$ cat src/rtl/pulse_window_counter.sv
// Gated edge counter: counts synchronized rising edges of pulseIn over a fixed
// window of clk cycles and publishes a saturated, held result with a one-cycle strobe.
module pulse_window_counter #(
  parameter int WIDTH       = 7,
  parameter int GATE_CYCLES = 1000,
  parameter int HOLD_CYCLES = 2
) (
  input  logic             clk,
  input  logic             reset,
  input  logic             enable,
  input  logic             pulseIn,
  output logic [WIDTH-1:0] validCount,
  output logic             validStrobe,
  output logic             overflow
);

  localparam int TMAX = (GATE_CYCLES > HOLD_CYCLES) ? GATE_CYCLES : HOLD_CYCLES;
  localparam int TW   = (TMAX > 1) ? $clog2(TMAX) : 1;
  localparam logic [TW-1:0] GATE_LAST = TW'(GATE_CYCLES - 1);
  localparam logic [TW-1:0] HOLD_LAST = TW'(HOLD_CYCLES - 1);

  typedef enum logic [1:0] {
    S_IDLE,
    S_GATE,
    S_HOLD
  } state_t;

  state_t           r_state;
  logic [TW-1:0]    r_timer;
  logic [WIDTH-1:0] r_count;
  logic [WIDTH-1:0] r_validCount;
  logic             r_sat;
  logic             r_strobe;
  logic             r_overflow;
  logic             r_sync1;
  logic             r_sync2;
  logic             r_prev;
  logic             r_edge;

  logic [WIDTH:0]   w_sum;
  logic             w_final_ovf;
  logic [WIDTH-1:0] w_final_val;

  // Two-flop synchronizer followed by a registered rising-edge detector.
  always_ff @(posedge clk or posedge reset) begin
    if (reset) begin
      r_sync1 <= 1'b0;
      r_sync2 <= 1'b0;
      r_prev  <= 1'b0;
      r_edge  <= 1'b0;
    end else begin
      r_sync1 <= pulseIn;
      r_sync2 <= r_sync1;
      r_prev  <= r_sync2;
      r_edge  <= r_sync2 & ~r_prev;
    end
  end

  // Final-cycle result folds in the edge seen on that same cycle.
  always_comb begin
    w_sum       = {1'b0, r_count} + {{WIDTH{1'b0}}, r_edge};
    w_final_ovf = r_sat | w_sum[WIDTH];
    w_final_val = w_sum[WIDTH] ? '1 : w_sum[WIDTH-1:0];
  end

  always_ff @(posedge clk or posedge reset) begin
    if (reset) begin
      r_state      <= S_IDLE;
      r_timer      <= '0;
      r_count      <= '0;
      r_sat        <= 1'b0;
      r_validCount <= '0;
      r_overflow   <= 1'b0;
      r_strobe     <= 1'b0;
    end else begin
      r_strobe <= 1'b0;
      case (r_state)
        S_IDLE: begin
          r_timer <= '0;
          r_count <= '0;
          r_sat   <= 1'b0;
          if (enable) r_state <= S_GATE;
        end
        S_GATE: begin
          if (!enable) begin
            r_state <= S_IDLE;
            r_timer <= '0;
            r_count <= '0;
            r_sat   <= 1'b0;
          end else if (r_timer == GATE_LAST) begin
            r_validCount <= w_final_val;
            r_overflow   <= w_final_ovf;
            r_strobe     <= 1'b1;
            r_timer      <= '0;
            r_count      <= '0;
            r_sat        <= 1'b0;
            r_state      <= S_HOLD;
          end else begin
            r_timer <= r_timer + TW'(1);
            if (r_edge) begin
              if (r_count == '1) r_sat <= 1'b1;
              else               r_count <= r_count + WIDTH'(1);
            end
          end
        end
        S_HOLD: begin
          r_count <= '0;
          if (r_timer == HOLD_LAST) begin
            r_timer <= '0;
            r_state <= enable ? S_GATE : S_IDLE;
          end else begin
            r_timer <= r_timer + TW'(1);
          end
        end
        default: begin
          r_state <= S_IDLE;
          r_timer <= '0;
          r_count <= '0;
          r_sat   <= 1'b0;
        end
      endcase
    end
  end

  assign validCount  = r_validCount;
  assign validStrobe = r_strobe;
  assign overflow    = r_overflow;

endmodule
$ cat config.mk
export PLATFORM = sky130hd
export DESIGN_NAME = pulse_window_counter
export DESIGN_NICKNAME = d
export VERILOG_FILES = /design/src/rtl/pulse_window_counter.sv
export SDC_FILE = /design/constraint.sdc
export NUM_CORES = 1
export LEC_CHECK = 0
export BUFFER_PORTS_ARGS = -buffer_cell sky130_fd_sc_hd__buf_2
export CAP_MARGIN = 20
export CORE_MARGIN = 10
export CORE_UTILIZATION = 24
export DETAILED_ROUTE_END_ITERATION = 16
export HOLD_SLACK_MARGIN = 0.03
export RECOVER_POWER = 25
export SLEW_MARGIN = 40
export SYNTH_ARGS = -nofsm -noshare
export SYNTH_HDL_FRONTEND = slang
export SYNTH_SLANG_ARGS = --single-unit
export TNS_END_PERCENT = 5
$ cat constraint.sdc
create_clock -name clk -period 1.6 [get_ports clk]
set_input_delay 0.32 -clock clk [delete_from_list [all_inputs] [get_ports clk]]
set_output_delay 0.32 -clock clk [all_outputs]
set_load 0.02 [all_outputs]
; ---- After elaboration in Yosys (flattened, before gate mapping)
; Cells that the tools add are included.
[op_classes]
bitwise_logic = 4
addsub = 3
n_eq_ne = 11
reduce_logical = 5
n_mux = 24
[ops]
columns = cell, n
row1 = 7-bit two-way mux, 6
row2 = 10-bit two-way mux, 3
row3 = 10-bit case mux with 2 select lines, 1
row4 = 4-bit != test (second input constant), 3
row5 = 10-bit by 1-bit adder with 10-bit output (second input constant), 1
row6 = 10-bit by 1-bit == test with 1-bit output (second input constant), 1
row7 = 10-bit == test (second input constant), 1
row8 = 3-bit AND reduction, 3
row9 = 7-bit by 1-bit adder with 8-bit output, 1
row10 = 1-bit two-way mux, 8
row11 = 2-bit two-way mux, 4
row12 = 7-bit by 1-bit adder with 7-bit output (second input constant), 1
row13 = 7-bit == test (second input constant), 1
row14 = 2-bit case mux with 3 select lines, 1
row15 = 2-bit != test (second input constant), 2
row16 = 3-bit != test (second input constant), 1
row17 = 2-bit by 1-bit == test with 1-bit output (second input constant), 1
row18 = 2-bit == test (second input constant), 1
row19 = 2-bit zero test, 1
row20 = 1-bit inverter, 2
row21 = 1-bit case mux with 2 select lines, 1
row22 = 2-bit AND reduction, 1
row23 = 1-bit bitwise AND, 1
row24 = 1-bit OR, 1
[totals]
elab_cells = 58
reg_bits = 33
input_bits = 4
output_inout_bits = 9

; ---- Logic depth before layout (Yosys ltp)
[depth]
depth_word = 6
ltp_mapped = 8
mapped_depth_nobuf = 6

; ---- Worst setup path after synthesis
; Ideal clock, no wire load.
[synth_timing]
kind = reg-to-reg
start = reg r_state[1]
end = reg r_validCount[1], in the netlist validCount[1]
required_ns = 1.478
stages_incl_launch_ff = 9
setup_ns = 0.122
t_arrival_ns = 1.621
n_path_buf = 2
setup_slack_ns = -0.143
period_less_slack_ns = 1.743
path_cell_list = dfrtp_1 inv_1 ha_1 nand2_1 or4_4 buf_6 buf_6 nor3_2 a21oi_2
[synth_between]
elab_chain_cells = 2
[synth_rtl]
columns = element, line
row1 = from (decl), 28  ; state_t r_state;
row2 = from (signal assigned), 110  ; r_state <= enable ? S_GATE : S_IDLE;
row3 = 2-bit by 1-bit == test with 1-bit output, 77  ; case (r_state)
row4 = 3-bit AND reduction (no line), -
row5 = to (signal assigned), 91  ; r_validCount <= w_final_val;
row6 = to (decl), 31  ; logic [WIDTH-1:0] r_validCount;
; Every way passes these cells.
; A chain may end at the register's enable or synchronous reset.

; ---- Worst setup path after layout
[layout_timing]
start = reg r_timer[0]
end = reg r_state[1]
[layout_between]
elab_chain_cells = 3
elab_cells_between_ends = 5
classes_between = eq/ne (4) / reduce/logical (1)
[layout_rtl]
columns = element, line
row1 = from (decl), 29  ; logic [TW-1:0] r_timer;
row2 = from (signal assigned), 99  ; r_timer <= r_timer + TW'(1);
row3 = from (signal assigned), 112  ; r_timer <= r_timer + TW'(1);
row4 = 10-bit == test / 10-bit by 1-bit == test with 1-bit output (equally long branches), "90, 108"
row5 = 3-bit != test (no line) / 2-bit != test (equally long branches), -
row6 = 3-bit AND reduction (no line) (*), -
; Every way passes the cells marked *; elsewhere a longest branch is shown, timed or not.

==> impl_metrics.csv <==
group,metric,value,unit
place,port-buffer-count,12,
synth,syn_std_cell_area,1685,µm²
worst_hold_path,worst_hold_path.num_cells,1,
place,place.gp.congestion,0.7853,
die,core,6794,µm²
run,timing.max_cap.violations,0,
synth,post-synth-top-count-cell,"dfrtp_1",
timing,final_worst_slack,-0.05412,ns
synth,ys_types,39,
cts,tritoncts,"built",
setup_path,timing.critical_path.required,1.78,ns
detailed_routing,avgRoutedWirePerCell,12.05,µm
detailed_routing,route.antenna.remaining_nets,0,
timing,time_the_final_worst_path_needs_with_i_o_delays_and_setup,1.654,ns
synth,synth-main-ff-cell,"dfrtp_1",
die,die_h,103.8,µm
die,die_area,10770,µm²
setup_path,path_max_fanout,2,
detailed_routing,drt_iter0_markers,46,
cts,clock_tree.buffer_depth,2,
final_layout,finalNetCount,231,
synth,synth.top_cell.area_share,0.4900,
setup_path,end_kind,"flip-flop",
run_status,violations,"setup timing",
synth,cell_taking_the_most_area_after_synthesis,"dfrtp_1",
setup_path,crit_type,"flip-flop to flip-flop",
grt,grt_antenna_before_repair,0,
synth,post_synth.cell_area_avg,9.799,µm²
synth,synth_area_leaders,"dfrtp_1 (49%), ha_1 (6.7%), nor2_1 (5.1%), xnor2_1 (4.7%), a21oi_1 (3.3%)",
final_layout,area_growth,37.12,%
timing,final_hold_viol_count,0,
die,io-pin-count,13,
detailed_routing,detail_routed_via_count_per_cell,4.276,
power_and_ir_drop,power_per_cell_area,1038,nW/µm²
grt,grt_remaining_overflow,0,
cts,htree_levels,2,
timing,max_slew.worst_pin.slew,0.8297,ns
place,dp.final_hpwl,2.614,mm
setup_path,reg2regPathDepth,6,
timing,highest_achievable_clock_rate,604.6,MHz
detailed_routing,via_count,1347,
grt,first_pass_grt_wire_length,6.982,mm
die,floorplan.initialDensity,0.2481,
final_layout,fin_area,2311,µm²
synth,synth_edf_count,0,
synth,ys_seq_elements,33,
cts,worst_skew_pair.late_latency,0.29,ns
setup_path,startpoint_type,"flip-flop",
synth,postSynthNetCount,185,
grt,number_of_global_route_vias_before_repair,1499,
synth,postSynth.asyncResetShare,1.000,
power_and_ir_drop,irDropWorstVdd,0.4039,mV
cts,cts_hold_repair.buffers,0,
timing,final_min_period_over_clock_period,1.034,
die,die_w,103.8,µm
place,placed_area,2063,µm²
synth,synth-seq-area-share,0.4900,
grt,grt_use_total,0.07725,
timing,unrepaired_setup_endpoints_after_global_routing,"true",
cts,tritoncts_num_sinks,33,
worst_hold_path,worst_hold_path_type,"input pin to flip-flop",
final_layout,post_layout_nonfiller_instances,315,
cts,cts_inserted_buffers,5,
power_and_ir_drop,power_leakage,0.001077,µW
detailed_routing,final_routed_wirelength_across_all_metal_layers,3.796,mm
cts,clk_root_buffer_cell,"clkbuf_8",
timing,setup_viol_count_final,2,
final_layout,antenna-diode-count,0,
timing,max-slew-margin-rel,0.4469,
synth,yosysWarnings,0,
run_status,run_status,"finished with violations",
detailed_routing,firstDrtPassIters,4,
setup_path,worstPathArrival,1.83,ns
place,dp.cells,303,
timing,hold_ws,0.1411,ns
synth,postSynthCellCount,172,
timing,final_max_slew_viol_count,0,
final_layout,n_fill_cell,692,
synth,synth.cells.most_frequent,"dfrtp_1 (33), nor2_1 (23), nand2_1 (14)",
die,rows,30,
cts,clk_transition_reported_paths,0.07,ns
final_layout,post_route_cells_drive_above_1_share,0.3379,
power_and_ir_drop,total_power,2400,µW
timing,finalClockSkew,0.009841,ns
detailed_routing,drc_errors,0,
grt,grt_max_degree,34,
## worst paths after layout
check | end | from | slack [ns]
max | r_state[1] | r_timer[0] | -0.05
min | r_sync1 | pulseIn | 0.14
max reg2reg | r_state[1] | r_timer[0] | -0.05
min reg2reg | r_sync2 | r_sync1 | 0.35
max in group asynchronous | r_timer[3] | reset | 0.81
min in group asynchronous | r_timer[9] | reset | 0.27
## layout by cell type (no fill, tap or decap), drive strengths merged, types with 2 or more instances in the layout
master,synthesis,final
buf,2,42
dfrtp,33,33
nor2,23,23
nand2,14,14
inv,12,12
a21oi,12,12
xnor2,9,9
ha,9,9
nor3,9,9
nand3,8,8
xor2,6,6
clkbuf,3,6
o21ai,4,4
and3,3,3
nand4,3,3
or4,1,2
mux2i,2,2
nor2b,2,2
o22ai,2,2
bufinv,0,2
## critical path, stage by stage (launching register included)
cell and delay (ns):
dfrtp_1 0.38, buf_4 0.13, ha_1 0.13, nor3b_2 0.19, o22ai_1 0.11, a211o_1 0.31
mux2_4 0.30
## registers in the layout, indices dropped and copies added (netlist names)
name / cells
r_timer: 10
r_count: 7
validCount: 7
r_state: 2
overflow: 1
r_edge: 1
r_prev: 1
r_sat: 1
r_sync1: 1
r_sync2: 1
validStrobe: 1
## per-stage QoR
stage                      TNS, ns  setup slack, ns    util
after floorplan            -0.7682          -0.1395       -
after global placement     -0.5405         -0.09804  0.3037
after detailed placement   -0.9934          -0.1625  0.3037
after CTS                  -0.1880         -0.05441  0.3387
after global routing        -1.641          -0.1459  0.3401
final                     -0.07366         -0.05412  0.3401
## repair_timing
item                                    in CTS  in global routing
endpoints found under the setup margin      20                 26
buffers inserted                             3                  0
gates resized for setup                     14                  5
pin swaps                                    2                  2
cloned                                       1                  0
## cells by family (layout without fill, tap and decap cells)
group,Yosys count,after routing,share of synthesized area
xor gates and xnor gates,15,15,0.07795
DFF,33,33,0.4900
and+or+nand+nor,69,70,0.1990
muxes,3,3,0.02078
adders and majority gates,9,9,0.06682
buffers and inverters,17,63,0.04677
AOI/OAI and AO/OA,26,26,0.09874
## power breakdown
| part | total [µW] | leakage (µW) | internal, µW | switching (µW) |
|---|---|---|---|---|
| Clock | 936 | 0.0000681 | 619 | 318 |
| Combinational | 566 | 0.000584 | 298 | 267 |
| Sequential | 898 | 0.000425 | 871 | 26.3 |
| Total | 2400 | 0.00108 | 1790 | 611 |
## cell type report
type	count	area, µm²	share of cell area
clock inverter	3	65.06	0.02815
multi-input combinational	123	883.3	0.3822
inverter	12	45.04	0.01949
tap	96	120.1	0.05198
sequential	33	825.8	0.3573
clock buffer	5	68.82	0.02978
timing repair buffer	43	302.8	0.1310
## layer usage
metal  wire length, µm  global-route usage
met1              1842             0.09385
met2              1691              0.1203
met3               191             0.02602
met4                71             0.03579
met5                 0                   0
Power figures use the tool's default switching activity.
